--- config.mk ---
export PLATFORM = sky130hd
export DESIGN_NAME = mvm_out_collector
export DESIGN_NICKNAME = d
export VERILOG_FILES = /design/src/rtl/mvm_out_collector.sv
export SDC_FILE = /design/constraint.sdc
export NUM_CORES = 1
export LEC_CHECK = 0
export BUFFER_PORTS_ARGS = -buffer_cell sky130_fd_sc_hd__buf_2
export CORE_UTILIZATION = 40
export DETAILED_ROUTE_END_ITERATION = 10
export SETUP_SLACK_MARGIN = 0.15
export SYNTH_ARGS = -nofsm -noshare
export SYNTH_HDL_FRONTEND = slang
export SYNTH_SLANG_ARGS = --single-unit
--- constraint.sdc ---
create_clock -name clk -period 3.4 [get_ports clk]
set_input_delay 0.34 -clock clk [delete_from_list [all_inputs] [get_ports clk]]
set_output_delay 0.34 -clock clk [all_outputs]
set_load 0.01 [all_outputs]
--- src/rtl/mvm_out_collector.sv ---
// Collects one MAT_SCALE-word result frame per done_in pulse into a {word,row} FIFO.
// Optional macro MVM_COLLECT_SAT_EN saturates captured words instead of truncating.
module mvm_out_collector #(
  parameter int unsigned MAT_SCALE = 4,
  parameter int unsigned IN_WIDTH  = 16,
  parameter int unsigned OUT_WIDTH = 8,
  parameter int unsigned DEPTH     = 8
) (
  input  logic                               clk,
  input  logic                               reset,
  input  logic                               done_in,
  input  logic signed [IN_WIDTH-1:0]         data_in,
  output logic                               out_valid,
  input  logic                               out_ready,
  output logic signed [OUT_WIDTH-1:0]        out_data,
  output logic [$clog2(MAT_SCALE)-1:0]       out_row,
  output logic                               busy,
  output logic                               overflow,
  output logic                               frame_err,
  input  logic                               clr_err
);

  localparam int unsigned ROW_W = $clog2(MAT_SCALE);
  localparam int unsigned PTR_W = $clog2(DEPTH);
  localparam int unsigned CNT_W = PTR_W + 1;
  localparam int unsigned ENT_W = OUT_WIDTH + ROW_W;

  typedef enum logic {
    IDLE = 1'b0,
    CAP  = 1'b1
  } state_t;

  state_t              state, state_nxt;
  logic [ROW_W-1:0]    row_cnt, row_cnt_nxt;
  logic [ROW_W-1:0]    cap_row_c;
  logic                cap_c;
  logic                frame_err_set_c;

  logic signed [OUT_WIDTH-1:0] cap_word_c;
  logic [ENT_W-1:0]    new_ent_c;
  logic [ENT_W-1:0]    head_nxt_c;

  logic [ENT_W-1:0]    mem [DEPTH];
  logic [PTR_W-1:0]    wr_ptr, rd_ptr, rd_ptr_nxt_c;
  logic [CNT_W-1:0]    count, count_nxt_c;
  logic                full_c, pop_c, push_c, drop_c;

  // Frame sequencing: row 0 in the done_in cycle, then rows 1..MAT_SCALE-1 in CAP
  always_comb begin
    state_nxt       = state;
    row_cnt_nxt     = row_cnt;
    cap_c           = 1'b0;
    cap_row_c       = '0;
    frame_err_set_c = 1'b0;
    case (state)
      IDLE: begin
        if (done_in) begin
          cap_c       = 1'b1;
          cap_row_c   = '0;
          state_nxt   = CAP;
          row_cnt_nxt = ROW_W'(1);
        end
      end
      CAP: begin
        cap_c           = 1'b1;
        cap_row_c       = row_cnt;
        frame_err_set_c = done_in;
        if (row_cnt == ROW_W'(MAT_SCALE - 1)) begin
          state_nxt   = IDLE;
          row_cnt_nxt = '0;
        end else begin
          row_cnt_nxt = row_cnt + ROW_W'(1);
        end
      end
      default: begin
        state_nxt   = IDLE;
        row_cnt_nxt = '0;
      end
    endcase
  end

  always_ff @(posedge clk) begin
    if (reset) begin
      state   <= IDLE;
      row_cnt <= '0;
    end else begin
      state   <= state_nxt;
      row_cnt <= row_cnt_nxt;
    end
  end

`ifdef MVM_COLLECT_SAT_EN
  localparam logic signed [IN_WIDTH-1:0] SAT_MAX =
    IN_WIDTH'((64'sd1 <<< (OUT_WIDTH - 1)) - 64'sd1);
  localparam logic signed [IN_WIDTH-1:0] SAT_MIN = ~SAT_MAX;

  always_comb begin
    cap_word_c = OUT_WIDTH'(data_in);
    if (data_in > SAT_MAX) begin
      cap_word_c = OUT_WIDTH'(SAT_MAX);
    end else if (data_in < SAT_MIN) begin
      cap_word_c = OUT_WIDTH'(SAT_MIN);
    end
  end
`else
  assign cap_word_c = OUT_WIDTH'(data_in);
`endif

  // FIFO control; a full FIFO still accepts a push when the head pops in the same cycle
  always_comb begin
    full_c       = (count == CNT_W'(DEPTH));
    pop_c        = out_valid & out_ready;
    push_c       = cap_c & (~full_c | pop_c);
    drop_c       = cap_c & full_c & ~pop_c;
    new_ent_c    = {cap_word_c, cap_row_c};
    rd_ptr_nxt_c = pop_c ? rd_ptr + PTR_W'(1) : rd_ptr;
    count_nxt_c  = count;
    case ({push_c, pop_c})
      2'b10:   count_nxt_c = count + CNT_W'(1);
      2'b01:   count_nxt_c = count - CNT_W'(1);
      default: count_nxt_c = count;
    endcase
    // The new head is the word being written when it lands at the next read slot
    head_nxt_c = (push_c && (wr_ptr == rd_ptr_nxt_c)) ? new_ent_c : mem[rd_ptr_nxt_c];
  end

  always_ff @(posedge clk) begin
    if (push_c) begin
      mem[wr_ptr] <= new_ent_c;
    end
  end

  always_ff @(posedge clk) begin
    if (reset) begin
      wr_ptr    <= '0;
      rd_ptr    <= '0;
      count     <= '0;
      out_valid <= 1'b0;
      out_data  <= '0;
      out_row   <= '0;
    end else begin
      if (push_c) begin
        wr_ptr <= wr_ptr + PTR_W'(1);
      end
      rd_ptr    <= rd_ptr_nxt_c;
      count     <= count_nxt_c;
      out_valid <= (count_nxt_c != '0);
      if (count_nxt_c != '0) begin
        out_data <= head_nxt_c[ENT_W-1:ROW_W];
        out_row  <= head_nxt_c[ROW_W-1:0];
      end
    end
  end

  // Sticky error flags; a set event in the same cycle beats clr_err
  always_ff @(posedge clk) begin
    if (reset) begin
      busy      <= 1'b0;
      overflow  <= 1'b0;
      frame_err <= 1'b0;
    end else begin
      busy      <= (state_nxt == CAP);
      overflow  <= drop_c | (overflow & ~clr_err);
      frame_err <= frame_err_set_c | (frame_err & ~clr_err);
    end
  end

endmodule

==> metrics.md <==
| Metric | Value |
|---|---|
| Endpoint arrival time on the critical path | 2940 ps |
| Crit path kind | reg -> reg |
| Cell area after synthesis | 4636 sq um |
| Clock transition at the registers of the reported paths | 70 ps |
| RePlAce Congestion | 0.8131 |
| Global route overflow | 0 |
| CTS Hold Bufs | 0 |
| Run status | complete, no violations |
| Final worst slack | 696.4 ps |
| Power density relative to cell area | 663.2 nW/um^2 |
| Number of pins exceeding their max-slew limit in the final report | 0 |
| Post-place instance area | 4975 sq um |
| Cells along the critical path | nand2_1 -> nor3_1 -> a31oi_1 -> or3_1 -> or2_2 -> a32o_1 |
| Highest attainable clock frequency | 0.3699 GHz |
| Setup repair after global routing missed its margin | no |
| Hold Worst Slack | 275.1 ps |
| TritonCTS clock tree | yes |
| CTS Buffer Depth | 2 |
| Proportion of layout cells with a drive suffix above 1 | 20.00% |
| Starting density of the core | 41.85% |
| Minimum period implied by the final worst setup slack | 2704 ps |
| Largest net degree at the start of global routing | 35 |
| Number of instances in the synthesized netlist | 361 |
| Number of nets in the synthesized netlist | 386 |
| Most used flip-flop cell after synthesis | sky130_fd_sc_hd__edfxtp_1 |
| Largest incremental delay on the critical path | 630 ps |
| Number of cells on the critical path | 6 |
| Worst Clk Skew | 12.07 ps |
| Final Core Density | 47.47% |
| Most used cells in the layout excluding fill and tap cells | sky130_fd_sc_hd__edfxtp_1, sky130_fd_sc_hd__a211oi_1, sky130_fd_sc_hd__and3_1 |
| Leak pwr | 1.897 nW |
| Synthesized-area fraction occupied by ao, oa, aoi and oai cells | 14.01% |
| Slowest cell on crit path | sky130_fd_sc_hd__dfxtp_1 |
| Critical path buffers and inverters | 0 |
| Synth cell types | 50 |
| Critical path's top delay family | simple AND/OR/NAND/NOR gates |
| Number of flops mapped to enable cells by yosys | 80 |
| Type of the worst min-delay path | in -> reg |
| Number of placed I/O pins | 35 |
| Post-synthesis sequential area ratio | 63.05% |
| Quantity of gates resized following cts | 0 |
| Total routing resource utilization after global routing | 18.26% |
| Largest family of logic cells by synthesized area | compound AO/OA/AOI/OAI gates |
| Kind of start point of the critical path | flop |
| Post-Layout Inst Area | 5259 sq um |
| Type of element capturing the critical path | flop |
| Wire length of the first global-routing pass | 16,060 microns |
| Setup TNS | 0 ps |
| Worst Setup Slack post-DPL | 714.2 ps |
| Horizontal extent of the die | 109.7 microns |
| Portion of netlist area occupied by mux cells | 3.455% |
| Number of detailed-routing iterations run before antenna repair | 5 |
| Total number of vias | 3,074 |
| Post-Synth Adder-Cell Area | 1.080% |
| DRT Wirelength | 10,200 microns |
| Max transition margin | 58.34% |
| Largest fanout of any net on the critical path | 14 |
| CTS Buf Count | 9 |
| Mean instance size in the synthesized netlist | 12.84 sq um |
| Die outline area | 12,020 sq um |
| Final count of hold timing violations | 0 |
| Number of port buffers | 26 |
| Root buffer selected by CTS | sky130_fd_sc_hd__clkbuf_16 |
| Number of register bits inferred by synthesis | 106 |
| Syn-to-layout area delta | 13.44% |
| Yosys warnings | 0 |
| Worst r2r path cells | 6 |
| Number of global-route vias before repair | 2,830 |
| Post-CTS Repair Setup Buffers | 0 |
| Final Setup Violations | 0 |
| Worst Hold Depth | 3 |
| Number of DRC markers after the initial detailed-route iteration | 296 |
| Site row count | 38 |
| Number of DRC violations after detailed routing | 0 |
| Clock sink count | 106 |
| Number of levels in the clock H-tree | 3 |
| Core area | 11,080 sq um |
| Wire per inst | 19.06 microns |
| Post-synthesis share of cell area spent on xor and xnor gates | 2.078% |
| Simple-gate area share of the yosys netlist | 13.82% |
| Antenna Cells | 0 |
| Via/cell ratio | 5.746 |
| WP data required | 3640 ps |
| Residual antenna-violating net count after detailed routing | 0 |
| Ys async rst share | 0% |
| Clock latency reported for the late side of the worst-skew pair | 350 ps |
| Leading cell type in the layout, fill and taps excluded | sky130_fd_sc_hd__edfxtp_1 |
| Post-layout nets | 415 |
| Maximum Capacitance Violations | 0 |
| Number of antenna violations at the first check in global routing | 0 |
| VDD IR max | 0.3089 mV |
| Die outline height | 109.7 microns |
| Sum of net half-perimeters after detailed placement | 6358 microns |
| Worst-margin pin slew | 624.9 ps |
| Period utilisation layout | 79.52% |
registers in the layout, summed over array words and instances (netlist names):
name       flops
out_data       8
out_valid      1
mem           80
overflow       1
wr_ptr         3
busy           1
row_cnt        2
out_row        2
rd_ptr         3
count          4
frame_err      1
cells in the mapped netlist (all sizes together) (4+ instances only):
| master | n | area, sq um |
|---|---|---|
| clkbuf | 16 | 60.06 |
| nor3 | 9 | 50.05 |
| xor2 | 7 | 61.31 |
| mux2 | 8 | 90.09 |
| edfxtp | 80 | 2402 |
| xnor2 | 4 | 35.03 |
| nor3b | 6 | 45.04 |
| and3 | 34 | 212.7 |
| nor2b | 5 | 31.28 |
| nor4 | 9 | 71.32 |
| a211oi | 36 | 270.3 |
| nor2 | 23 | 88.84 |
| a21oi | 17 | 96.35 |
| mux2i | 7 | 70.07 |
| inv | 4 | 15.01 |
| dfxtp | 26 | 520.5 |
| nand2 | 11 | 41.29 |
| and2 | 4 | 25.02 |
| ha | 4 | 50.05 |
| buf | 8 | 41.29 |
| a22o | 8 | 70.07 |
per-layer routing:
layer | vias to the layer above | wire, microns | track usage (%)
met3 | 10 | 504 | 3.616
met2 | 85 | 4590 | 26.77
met1 | 1511 | 4970 | 27.29
met5 | - | 0 | 0
li1 | 1468 | - | -
met4 | 0 | 129 | 5.238
through the flow:
| step | total power, mW | std cells |
|---|---|---|
| 5_1_grt | 3.665 | 535 |
| 4_1_cts | 3.509 | 535 |
| 2_1_floorplan | 2.229 | 361 |
| 3_5_place_dp | 2.504 | 519 |
| 3_3_place_gp | 2.484 | 519 |
| 6_report | 3.487 | 535 |
worst reg2reg max path, delay by kind of cell (launching register included):
family,cells,cell delay [ps]
AOI/OAI and AO/OA,2,310
and+or+nand+nor,4,1650
DFF,1,630
layout make-up:
class | count | area (sq um)
Tap cell | 140 | 175.2
Multi-Input combinational cell | 227 | 1612
Clock buffer | 10 | 229.0
Sequential cell | 106 | 2923
Timing Repair Buffer | 42 | 250.2
Clock inverter | 6 | 55.05
Fill cell | 989 | 5819
Inverter | 4 | 15.01
where the power goes:
group          switching [mW]  internal, mW  total [mW]
Sequential             0.0907          1.52        1.61
Clock                   0.498         0.515        1.01
Combinational           0.497         0.367       0.864
Total                    1.09          2.40        3.49
kinds of logic (layout without fill, tap and decap cells):
| family | Yosys count | in the layout |
|---|---|---|
| adder cells (fa/ha/maj) | 4 | 4 |
| XOR/XNOR | 11 | 11 |
| multiplexers | 15 | 15 |
| flip-flops | 106 | 106 |
| AO/OA/AOI/OAI | 86 | 86 |
| AND/OR/NAND/NOR | 111 | 111 |
| buffers and inverters | 28 | 62 |
final timing paths:
kind | slack [ps] | end | startpoint
worst max register to register | 700 | out_row[0]$_SDFFE_PP0P_ | out_valid$_SDFF_PP0_
worst max-delay path | 700 | out_row[0]$_SDFFE_PP0P_ | out_valid$_SDFF_PP0_
worst min-delay path | 280 | frame_err$_SDFF_PP0_ | clr_err
worst min register to register | 460 | out_row[1]$_SDFFE_PP0P_ | out_row[1]$_SDFFE_PP0P_
No activity file was read; power rests on OpenSTA's default activity.
